===== src/rtl/ram32_byte_host_pkg.sv =====
// Shared definitions for the byte-stream host of the 32x32 RAM macro:
// FSM state type, command byte field positions and counter sizing.
package ram32_byte_host_pkg;

    typedef enum logic [2:0] {
        ST_IDLE,
        ST_WDATA,
        ST_WR_ISSUE,
        ST_RD_ISSUE,
        ST_RD_CAP,
        ST_RD_SEND
    } state_t;

    // Command byte: [7]=WR, [6:5]=N (burst of N+1 words), [4:0]=start address
    localparam int unsigned CMD_WR_BIT   = 7;
    localparam int unsigned CMD_N_LSB    = 5;
    localparam int unsigned CMD_N_W      = 2;
    localparam int unsigned CMD_ADDR_LSB = 0;
    localparam int unsigned CMD_ADDR_W   = 5;

    function automatic int unsigned cnt_width(input int unsigned n);
        return (n > 1) ? $clog2(n) : 1;
    endfunction

endpackage


===== src/rtl/ram32_byte_host.sv =====
// Byte-wide command/data stream to word-wide RAM macro initiator: assembles
// write words from bytes, issues single-cycle macro accesses, serialises reads.
module ram32_byte_host
    import ram32_byte_host_pkg::*;
#(
    parameter int unsigned ADDR_W = 5,
    parameter int unsigned LANES  = 4
) (
    input  logic                 CLK,
    input  logic                 RST,
    input  logic                 in_valid,
    output logic                 in_ready,
    input  logic [7:0]           in_data,
    output logic                 out_valid,
    input  logic                 out_ready,
    output logic [7:0]           out_data,
    output logic                 busy,
    output logic                 ram_en,
    output logic [LANES-1:0]     ram_we,
    output logic [ADDR_W-1:0]    ram_addr,
    output logic [8*LANES-1:0]   ram_di,
    input  logic [8*LANES-1:0]   ram_do
);

    localparam int unsigned WORD_W = 8 * LANES;
    localparam int unsigned LANE_W = cnt_width(LANES);
    localparam logic [LANE_W-1:0] LAST_LANE = LANE_W'(LANES - 1);

    state_t               state;
    logic [LANE_W-1:0]    lane;
    logic [CMD_N_W-1:0]   words_left;
    logic [WORD_W-1:0]    shreg;

    logic [WORD_W+7:0]    wr_cat;
    logic [WORD_W-1:0]    wr_word;
    logic [WORD_W-1:0]    rd_shift;
    logic                 in_fire;
    logic                 out_fire;

    // New byte enters at the top so the first byte of a word ends up in [7:0].
    always_comb begin
        wr_cat   = {in_data, shreg};
        wr_word  = wr_cat[WORD_W+7:8];
        rd_shift = shreg >> 8;
        in_fire  = in_valid && in_ready;
        out_fire = out_valid && out_ready;
    end

    always_ff @(posedge CLK or posedge RST) begin
        if (RST) begin
            state      <= ST_IDLE;
            lane       <= '0;
            words_left <= '0;
            shreg      <= '0;
            in_ready   <= 1'b0;
            out_valid  <= 1'b0;
            out_data   <= '0;
            busy       <= 1'b0;
            ram_en     <= 1'b0;
            ram_we     <= '0;
            ram_addr   <= '0;
            ram_di     <= '0;
        end else begin
            ram_en <= 1'b0;
            ram_we <= '0;

            case (state)
                ST_IDLE: begin
                    in_ready <= 1'b1;
                    if (in_fire) begin
                        ram_addr   <= ADDR_W'(in_data[CMD_ADDR_LSB +: CMD_ADDR_W]);
                        words_left <= in_data[CMD_N_LSB +: CMD_N_W];
                        lane       <= '0;
                        busy       <= 1'b1;
                        if (in_data[CMD_WR_BIT]) begin
                            state <= ST_WDATA;
                        end else begin
                            in_ready <= 1'b0;
                            ram_en   <= 1'b1;
                            state    <= ST_RD_ISSUE;
                        end
                    end
                end

                ST_WDATA: begin
                    if (in_fire) begin
                        shreg <= wr_word;
                        if (lane == LAST_LANE) begin
                            ram_di   <= wr_word;
                            ram_en   <= 1'b1;
                            ram_we   <= '1;
                            in_ready <= 1'b0;
                            lane     <= '0;
                            state    <= ST_WR_ISSUE;
                        end else begin
                            lane <= lane + LANE_W'(1);
                        end
                    end
                end

                ST_WR_ISSUE: begin
                    in_ready <= 1'b1;
                    if (words_left != '0) begin
                        words_left <= words_left - CMD_N_W'(1);
                        ram_addr   <= ram_addr + ADDR_W'(1);
                        state      <= ST_WDATA;
                    end else begin
                        busy  <= 1'b0;
                        state <= ST_IDLE;
                    end
                end

                ST_RD_ISSUE: begin
                    state <= ST_RD_CAP;
                end

                // Macro output is only valid this one cycle; it reads as zero afterwards.
                ST_RD_CAP: begin
                    shreg     <= ram_do;
                    out_data  <= ram_do[7:0];
                    out_valid <= 1'b1;
                    lane      <= '0;
                    state     <= ST_RD_SEND;
                end

                ST_RD_SEND: begin
                    if (out_fire) begin
                        if (lane == LAST_LANE) begin
                            out_valid <= 1'b0;
                            lane      <= '0;
                            if (words_left != '0) begin
                                words_left <= words_left - CMD_N_W'(1);
                                ram_addr   <= ram_addr + ADDR_W'(1);
                                ram_en     <= 1'b1;
                                state      <= ST_RD_ISSUE;
                            end else begin
                                busy     <= 1'b0;
                                in_ready <= 1'b1;
                                state    <= ST_IDLE;
                            end
                        end else begin
                            shreg    <= rd_shift;
                            out_data <= rd_shift[7:0];
                            lane     <= lane + LANE_W'(1);
                        end
                    end
                end

                default: begin
                    in_ready  <= 1'b0;
                    out_valid <= 1'b0;
                    busy      <= 1'b0;
                    state     <= ST_IDLE;
                end
            endcase
        end
    end

endmodule


===== config.mk =====
export PLATFORM = sky130hd
export DESIGN_NAME = ram32_byte_host
export DESIGN_NICKNAME = d
export VERILOG_FILES = /design/src/rtl/ram32_byte_host_pkg.sv /design/src/rtl/ram32_byte_host.sv
export SDC_FILE = /design/constraint.sdc
export NUM_CORES = 1
export LEC_CHECK = 0
export CAP_MARGIN = 0
export CORE_MARGIN = 2
export CORE_UTILIZATION = 50
export CTS_BUF_LIST = sky130_fd_sc_hd__clkbuf_4 sky130_fd_sc_hd__clkbuf_8 sky130_fd_sc_hd__clkbuf_16
export DETAILED_ROUTE_END_ITERATION = 10
export GPL_ROUTABILITY_DRIVEN = 1
export GPL_TIMING_DRIVEN = 0
export PLACE_DENSITY = 0.8
export SLEW_MARGIN = 0
export SYNTH_ARGS = -nofsm -noshare
export SYNTH_HDL_FRONTEND = slang
export SYNTH_SLANG_ARGS = --single-unit

===== constraint.sdc =====
create_clock -name CLK -period 3 [get_ports CLK]
set_input_delay 0.3 -clock CLK [delete_from_list [all_inputs] [get_ports CLK]]
set_output_delay 0.3 -clock CLK [all_outputs]
set_load 0.01 [all_outputs]

==> impl_metrics.ini <==
[run_status]
status = complete, no violations

[synthesis]
synthDominantCellAreaShare = 0.504
synth-seq-cells = 81
synth_cell_types = 46
syn_area_per_cell_um2 = 12.2
async_flop_share = 1.00
synthFlopType = dfrtp_1
synthesis.area_um2 = 4020
synth_nets = 378
ys_top_cells_by_area = dfrtp_1 (50%), mux2_2 (13%), mux2_4 (10%), nand2_1 (4.0%), o21ai_0 (1.5%)
ys_warn_count = 0
synth_area_leader_cell = dfrtp_1
synthCells = 330
ys_seq_area_frac = 0.504
synth_edf_count = 0

[worst_setup_path]
cp-end-kind = flop
crit_fanout = 10
path_class = reg -> reg
worstReg2RegStart = lane[0]
worst-r2r-cell-count = 6
cp-start-kind = flop
reg2reg_to = shreg[16]
r2r_setup_slack_ns = 0.82
cp.required_ns = 3.23
cp_data_arrival_time_ns = 2.41

[finish]
area_growth_pct = 33.1
n_antenna_cell = 0
layout_common_cells = clkdlybuf4s50_1 (96), dfrtp_1 (81), mux2_2 (47)
utilization = 0.689
fin_nets = 486
layout-drive-gt1-share = 0.266
instances_no_fill = 545
final_common_cell = clkdlybuf4s50_1

[global_routing]
grt_overflow = 0
grt_use_met1 = 0.308
grt_pass1_wl_mm = 15.3
grt_max_degree = 59
antenna_found_initial = 0
gr-usage-all-layers = 0.227
grt_util_met2 = 0.373
grtUsageMet3 = 0.0273
grt-busiest-layer = met2
grt_pass1_vias = 3034

[flow_run]
drv_cap = 0

[clocking]
post_cts_resized = 0
cts_sinks = 81
cts_made_buffers = 9
holdBufCountCts = 0
htreeDepth = 3
clk_latency_ns = 0.36
cts_tree = done
postCtsSetupRepairBufs = 0
clock_path_buffers = 2
cts_root_buf = clkbuf_8
cts.clk_slew.worst_paths_ns = 0.10

[min_path]
min_path_type = in -> async

[placement]
place_ws_ns = 0.727
placed_cells = 529
gp_congestion = 0.849
portBuffers = 96
hpwl_mm = 6.87

[timing]
fin_ws_ns = 0.820
rsz0062_at_grt = false
min_period_ns = 2.18
holdWs_ns = 0.266
finalCritPeriodShare = 0.727
drv_slew = 0
setup_violations = 0
slew_headroom = 0.649
clock_skew_ns = 0.0138
fmax_ghz = 0.459
hold_viol = 0
tightest_slew_ns = 0.513

[detailed_routing]
via_per_inst = 5.45
drtAntennaViolNets = 0
wl_per_cell_um = 17.2
drtIter0Drc = 122
totalWireLength_mm = 9.38
vias = 2971
drc = 0
dr.pass1.iters = 5

[die]
rows = 32
start_util = 0.518
pin_count = 97
floorplan.die.height_um = 93.7
dieArea_um2 = 8780
core_um2 = 7770
die_w_um = 93.7

[power]
peakVddDrop_mv = 0.515
p_leak_nw = 2.45
power.density_nw_per_um2 = 947
## worst max-delay path by stage
stage	slack, ns	startpoint	cells past startpoint	end
after global routing	0.74	lane[0]	6	shreg[16]
after detailed placement	0.73	in_valid	5	words_left[1]
after CTS	0.82	state[2]	5	shreg[18]
after floorplan	0.62	RST	1	busy
final	0.82	lane[0]	6	shreg[16]
after global placement	-0.63	RST	2	out_data[7]
## state kept, by name (all words and copies together), names as in the netlist, 2 cells and up
name,cells
lane,2
state,3
out_data,8
ram_addr,5
words_left,2
shreg,24
ram_di,32
## layer usage
layer,share of wire,up-vias
met5,0,-
met4,0.019,0
met3,0.046,17
met2,0.49,99
met1,0.44,1467
li1,-,1388
## through the flow
stage	area (µm²)	power [mW]	setup TNS, ns
final	5350	5.07	0
after global routing	5350	5.39	0
after CTS	5350	5.10	0
after detailed placement	5140	4.24	0
after global placement	5110	4.15	-51.00
after floorplan	4020	3.29	0
## synth_stat cells (all sizes together), types with 2 or more instances
| library cell | n |
|---|---|
| and4 | 3 |
| a21o | 2 |
| a211o | 3 |
| nor3 | 2 |
| o211ai | 4 |
| a31oi | 8 |
| mux2 | 74 |
| and3 | 2 |
| mux2i | 5 |
| o21ai | 14 |
| clkbuf | 6 |
| or4 | 2 |
| inv | 8 |
| a21oi | 12 |
| and3b | 2 |
| nor2 | 12 |
| nand2 | 43 |
| nand3 | 4 |
| buf | 17 |
| nor2b | 4 |
| o2bb2ai | 2 |
| dfrtp | 81 |
| ha | 4 |
## worst max-delay path, cell delays in order, from the launching register on
cell     delay, ns
dfrtp_1       0.43
ha_1          0.27
and3b_1       0.21
o21ai_0       0.09
a21oi_2       0.36
buf_2         0.33
mux2_2        0.37
## final cells by class
class | instances | area (µm²)
Multi-Input combinational cell | 218 | 1810
Clock buffer | 10 | 138
Fill cell | 576 | 2410
Buffer | 23 | 151
Inverter | 8 | 32.5
Clock inverter | 6 | 75.1
Sequential cell | 81 | 2030
Timing Repair Buffer | 97 | 988
Tap cell | 102 | 128
## cell families (layout without fill, tap and decap cells)
logic type / after synthesis / count (layout) / synth area share
muxes: 79 / 79 / 0.245
and+or+nand+nor: 82 / 82 / 0.103
adders and majority gates: 4 / 4 / 0.0124
AOI/OAI and AO/OA: 53 / 53 / 0.0905
buffers and inverters: 31 / 144 / 0.0451
DFF: 81 / 81 / 0.504
## report_power, final
part | total [mW] | switching (mW) | internal (mW)
Clock | 0.843 | 0.424 | 0.419
Sequential | 1.91 | 0.352 | 1.56
Combinational | 2.32 | 0.969 | 1.35
Power figures use the tool's default switching activity.
